--- config.mk ---
export PLATFORM = sky130hd
export DESIGN_NAME = scalar_decode
export DESIGN_NICKNAME = d
export VERILOG_FILES = /design/src/rtl/scalar_decode.sv
export SDC_FILE = /design/constraint.sdc
export NUM_CORES = 1
export LEC_CHECK = 0
export CAP_MARGIN = 20
export CORE_ASPECT_RATIO = 0.6
export CORE_UTILIZATION = 54
export DETAILED_ROUTE_END_ITERATION = 6
export MAX_ROUTING_LAYER = met4
export PLACE_DENSITY = 0.92
export SLEW_MARGIN = 10
export SYNTH_ARGS = -nofsm -noshare
export SYNTH_HDL_FRONTEND = slang
export SYNTH_SLANG_ARGS = --single-unit
--- constraint.sdc ---
create_clock -name clk -period 7.3 [get_ports clk]
set_clock_uncertainty 0.15 [all_clocks]
set_input_delay 2.19 -clock clk [delete_from_list [all_inputs] [get_ports clk]]
set_output_delay 2.19 -clock clk [all_outputs]
set_load 0.01 [all_outputs]
--- src/rtl/scalar_decode.sv ---
// Assembles a little-endian byte stream into an N-bit Ed25519 scalar and flags
// whether it is canonical (< Q). The comparison is resolved incrementally, one byte per accept.
module scalar_decode #(
  parameter int N = 256,
  parameter logic [N-1:0] Q = 256'h1000000000000000000000000000000014def9dea2f79cd65812631a5cf5d3ed
) (
  input  logic         clk,
  input  logic         rst_n,
  input  logic         clr,
  input  logic [7:0]   in_data,
  input  logic         in_valid,
  output logic         in_ready,
  output logic [N-1:0] out_scalar,
  output logic         out_canonical,
  output logic         out_valid,
  input  logic         out_ready
);

  localparam int NBYTES = N / 8;
  localparam int CW = (NBYTES > 1) ? $clog2(NBYTES) : 1;
  localparam logic [CW-1:0] LAST = CW'(NBYTES - 1);

  typedef enum logic {COLLECT, HOLD} state_t;

  state_t        state;
  logic [CW-1:0] cnt;
  logic          lt;
  logic [7:0]    q_byte;
  logic          lt_next;
  logic          accept;
  logic          take;

  // Bytes arrive LSB first, so a later byte decides the order unless it ties,
  // in which case the verdict from the lower bytes carries forward.
  always_comb begin
    q_byte  = Q[cnt*8 +: 8];
    lt_next = (in_data < q_byte) | ((in_data == q_byte) & lt);
    accept  = in_valid & in_ready;
    take    = out_valid & out_ready;
  end

  always_ff @(posedge clk or negedge rst_n) begin
    if (!rst_n) begin
      state         <= COLLECT;
      cnt           <= '0;
      lt            <= 1'b0;
      out_scalar    <= '0;
      out_canonical <= 1'b0;
      out_valid     <= 1'b0;
      in_ready      <= 1'b0;
    end else if (clr) begin
      state     <= COLLECT;
      cnt       <= '0;
      lt        <= 1'b0;
      out_valid <= 1'b0;
      in_ready  <= 1'b1;
    end else begin
      case (state)
        COLLECT: begin
          in_ready <= 1'b1;
          if (accept) begin
            out_scalar[cnt*8 +: 8] <= in_data;
            lt <= lt_next;
            if (cnt == LAST) begin
              state         <= HOLD;
              out_canonical <= lt_next;
              out_valid     <= 1'b1;
              in_ready      <= 1'b0;
            end else begin
              cnt <= cnt + 1'b1;
            end
          end
        end
        HOLD: begin
          // Result stays put until taken; out_scalar is overwritten lane by lane later.
          if (take) begin
            state     <= COLLECT;
            cnt       <= '0;
            lt        <= 1'b0;
            out_valid <= 1'b0;
            in_ready  <= 1'b1;
          end
        end
        default: begin
          state <= COLLECT;
        end
      endcase
    end
  end

endmodule

# Word-level counts from Yosys, hierarchy flattened
# Index checks and enable logic that the tools add are counted.
# totals
ff_bits,266
out_inout_bits,259
elab_cells,54
# classes
reduce_logical,5
bitwise,6
magnitude_cmp,1
n_eq_ne,6
shifts,3
n_addsub,2
n_mux,24
# op_table
op,count
bitwise mux 256 bit,1
"variable shift 8 x 34 -> 256 bit, first input constant",1
"indexed part select 256 x 9 -> 8 bit, first input constant",1
indexed part select 8 x 34 -> 256 bit,1
negator 8 -> 34 bit,1
2-to-1 mux 5 bit,4
2-to-1 mux 1 bit,14
one-hot mux 5 bit (2 select lines),1
"!= test 3 bit, second input constant",3
AND reduction 3 bit,3
equality test 8 bit,1
less-than comparator 8 bit,1
one-hot mux 1 bit (2 select lines),4
"adder 5 x 1 -> 5 bit, second input constant",1
"equality test 5 bit, second input constant",1
AND reduction 4 bit,1
AND 1 bit,3
"!= test 3 x 2 -> 1 bit, second input constant",1
inverter 1 bit,2
AND reduction 2 bit,1
bitwise OR 1 bit,1

# Depth between registers and ports, before layout
# logic_depth
word_depth,7
depth_mapped,14
mapped_depth_nobuf,12

# Worst setup path before layout
# Ideal clock, no wire load.
# synth_path
kind,input -> register
from,input port clr
to,register out_scalar[100]
path_stages,5
n_path_buf,0
setup_time_ns,0.125
path_slack_ns,3.141
t_arrival_ns,3.885
path_cell_list,nand4bb_4 > nor4b_4 > or4b_4 > nor2_8 > mux2_2
# synth_via
elab_chain_cells,2
# synth_lines
item,line,rtl
from (decl),9,"input logic clr,"
inverter 1 bit (no line),--,
AND reduction 3 bit (no line),--,
"to (signal, indexed assignment)",62,out_scalar[cnt*8 +: 8] <= in_data;
to (decl),13,"output logic [N-1:0] out_scalar,"
# No other way between the ends.
# A chain may end at the register's enable or synchronous reset.

# Worst setup path after layout
# layout_path
from,input port in_valid
to,register out_scalar[54]
# layout_via
elab_chain_cells,2
# layout_lines
item,line,rtl
from (decl),11,"input logic in_valid,"
AND 1 bit,38,accept = in_valid & in_ready;
AND reduction 3 bit (no line),--,
# No other way between the ends.

==> run_results.csv <==
group,metric,value,unit
global_routing,grt_pass1_wl,51700,microns
clocking,clk_pin_slew_worst_paths,70,ps
global_routing,gr-total-overflow,0,
synth,yosysUniqueCellTypes,57,
timing,rsz0062_at_grt,"no",
flow_run,cap_viol_max_count,0,
setup_path,required,7540,ps
finish,final_cell_area,15200,sq um
detailed_routing,vias_per_cell,5.83,
floorplanning,core_area,20400,sq um
synth,synthMuxAreaShare,0.149,
global_routing,grt.total_usage,0.322,
power,irDropWorstVdd,0.149,mV
setup_path,cp_slowest_cell,"nor2_1",
detailed_routing,num_vias,9057,
synth,synth_top_area_share,0.580,
synth,synth_top_family_by_area,"multiplexers",
power,power.density,203,nW/um^2
synth,ys_warn_count,0,
clocking,clock_sinks,266,
floorplanning,chipWidth,190,microns
finish,final_nets,1295,
timing,finalHoldViolCount,0,
clocking,h-tree-depth,1,
clocking,cts_hold_buf,0,
synth,synth_nets,1043,
global_routing,grt_max_degree,153,
floorplanning,initial_core_util,0.562,
clocking,cts_buffers,24,
floorplanning,ios,272,
setup_path,criticalPathCategory,"primary input to register",
synth,synthTopCellsByArea,"dfrtp_1, mux2_2, nand2_1, o21ai_0, nor2_1",
status,status,"completed",
setup_path,cp_max_fo,8,
finish,area_delta_synth_final,32.2,%
detailed_routing,drt_wl_total,33900,microns
synth,synth_xor_area_frac,0.00708,
place,gp_congestion,0.866,
synth,synthFlopType,"dfrtp_1",
hold_path,min_path_type,"register to register",
timing,worst_pin_slew,995,ps
clocking,cts_root_buf,"clkbuf_16",
setup_path,cpPeakStageDelay,680,ps
finish,layout_commonest_cell,"clkdlybuf4s50_1",
finish,layout_common_cells,"clkdlybuf4s50_1, dfrtp_1, nand2_1",
setup_path,cp-start-kind,"primary input",
floorplanning,die-area,21900,sq um
synth,syn_area_per_cell,11.4,sq um
synth,synth-simple-area-share,0.143,
timing,report.final.slew_viol_count,0,
detailed_routing,ant_nets,0,
timing,post-route-period-util,0.619,
timing,setup_ws,2780,ps
clocking,cts_buffer_depth,3,
setup_path,worstPathBufferInverterCount,1,
place,dp_worst_setup_slack,2270,ps
clocking,postCtsResizedCells,0,
synth,synthCells,1010,
global_routing,first_global_vias,8828,
floorplanning,fp.dieH,115,microns
detailed_routing,drtIter0Drc,838,
floorplanning,fp-row-count,40,
synth,synth_top_cell_by_area,"dfrtp_1",
setup_path,path_cells,"clkdlybuf4s50_1 > nand3b_1 > nor2_1 > nand4_1 > nor2_1 > mux2_2",
power,leakage,0.00681,uW
clocking,cts_setup_buffers,0,
synth,synth_enable_flop_cells,0,
synth,synth-compound-area-share,0.0745,
setup_path,critical_path_arrival,4760,ps
global_routing,antenna_found_initial,0,
finish,drive_above_1_share,0.154,
detailed_routing,drt_first_pass_iters,5,
clocking,cts_tree,"yes",
synth,synth-adder-area-share,0.0218,
timing,fmax,221,MHz
place,placed_cells,1509,
place,hpwl,24400,microns
place,place_area,14400,sq um
clocking,clkLatencyLatePin,500,ps
detailed_routing,wl_per_cell,21.9,microns
synth,synth_area,11500,sq um
synth,synthArstFlopShare,1.00,
synth,yosysSeqAreaShare,0.580,
setup_path,crit_family,"simple AND/OR/NAND/NOR gates",
synth,yosys_register_bits,266,
detailed_routing,drcViolationCount,0,
setup_path,critPathMostFrequentCell,"nor2_1",
finish,n_antenna_cell,0,
place,place.port_buffers,271,
timing,final-setup-viol-count,0,
finish,layout.cells.non_filler,1553,
timing,finalWorstPathRequiredPeriod,4520,ps
timing,max-slew-margin-rel,0.330,
setup_path,endpoint_kind,"register",
timing,tns,0,ps
## synth_stat cells (6+ instances only)
master,instances
dfrtp_1,266
nand2_1,176
mux2_2,132
o21ai_0,81
nor2_1,76
clkbuf_1,41
nor3_1,30
o31ai_1,26
inv_1,23
ha_1,20
mux2i_1,20
nand3_1,20
nand2b_1,11
a21oi_1,7
nand4_1,7
o41ai_1,6
## tightest hold or removal path, stage by stage (launching register included)
cell,delay [ps]
dfrtp_1,340
nand2_1,50
o31ai_1,50
## final timing paths
path,start,endpoint,slack [ps],cells past startpoint
max in group asynchronous,rst_n,lt,4140,2
min,out_scalar[72],out_scalar[72],330,2
max reg2reg,cnt[0],out_scalar[97],2840,9
max,in_valid,out_scalar[54],2780,6
min reg2reg,out_scalar[72],out_scalar[72],330,2
min in group asynchronous,rst_n,out_scalar[120],1560,1
## flip-flops by register name, summed over array words and instances, names as in the netlist
| name | cells |
|---|---|
| state | 1 |
| in_ready | 1 |
| out_scalar | 256 |
| out_canonical | 1 |
| out_valid | 1 |
| cnt | 5 |
| lt | 1 |
## cells by family after synthesis
kind of cell               count (synthesis)
adders and majority gates                 20
AOI/OAI and AO/OA                        141
muxes                                    154
and+or+nand+nor                          351
buffers and inverters                     73
DFF                                      266
xor gates and xnor gates                   5
## cell type report
| cell class | instances | area (sq um) |
|---|---|---|
| clock inverters | 9 | 77.6 |
| repair buffers | 276 | 2770 |
| well taps | 273 | 342 |
| multi-input cells | 671 | 4540 |
| fillers | 1355 | 5240 |
| flip-flops and latches | 266 | 6660 |
| clock buffers | 35 | 713 |
| inverters | 23 | 86.3 |
## routing by layer
metal,track usage,routed length [microns],vias up
met5,-,0,-
met4,0.0827,717,0
met3,0.0730,3170,69
met2,0.463,15000,472
met1,0.464,15000,4519
li1,-,-,3997
## power by group
| group | internal (uW) | leakage (uW) | switching, uW |
|---|---|---|---|
| combinational | 95.4 | 0.00281 | 212 |
| sequential | 1500 | 0.00362 | 22.2 |
| clock | 716 | 0.000384 | 541 |
| total | 2310 | 0.00681 | 775 |
## through the flow
step                       util  hold slack [ps]  power (uW)
final                     0.744              327        3080
after global routing      0.744              356        3180
after CTS                 0.744              329        3090
after detailed placement  0.705              315        1850
after global placement    0.705              307        1840
after floorplan               -              343        1700
(Power assumes the default switching activity.)
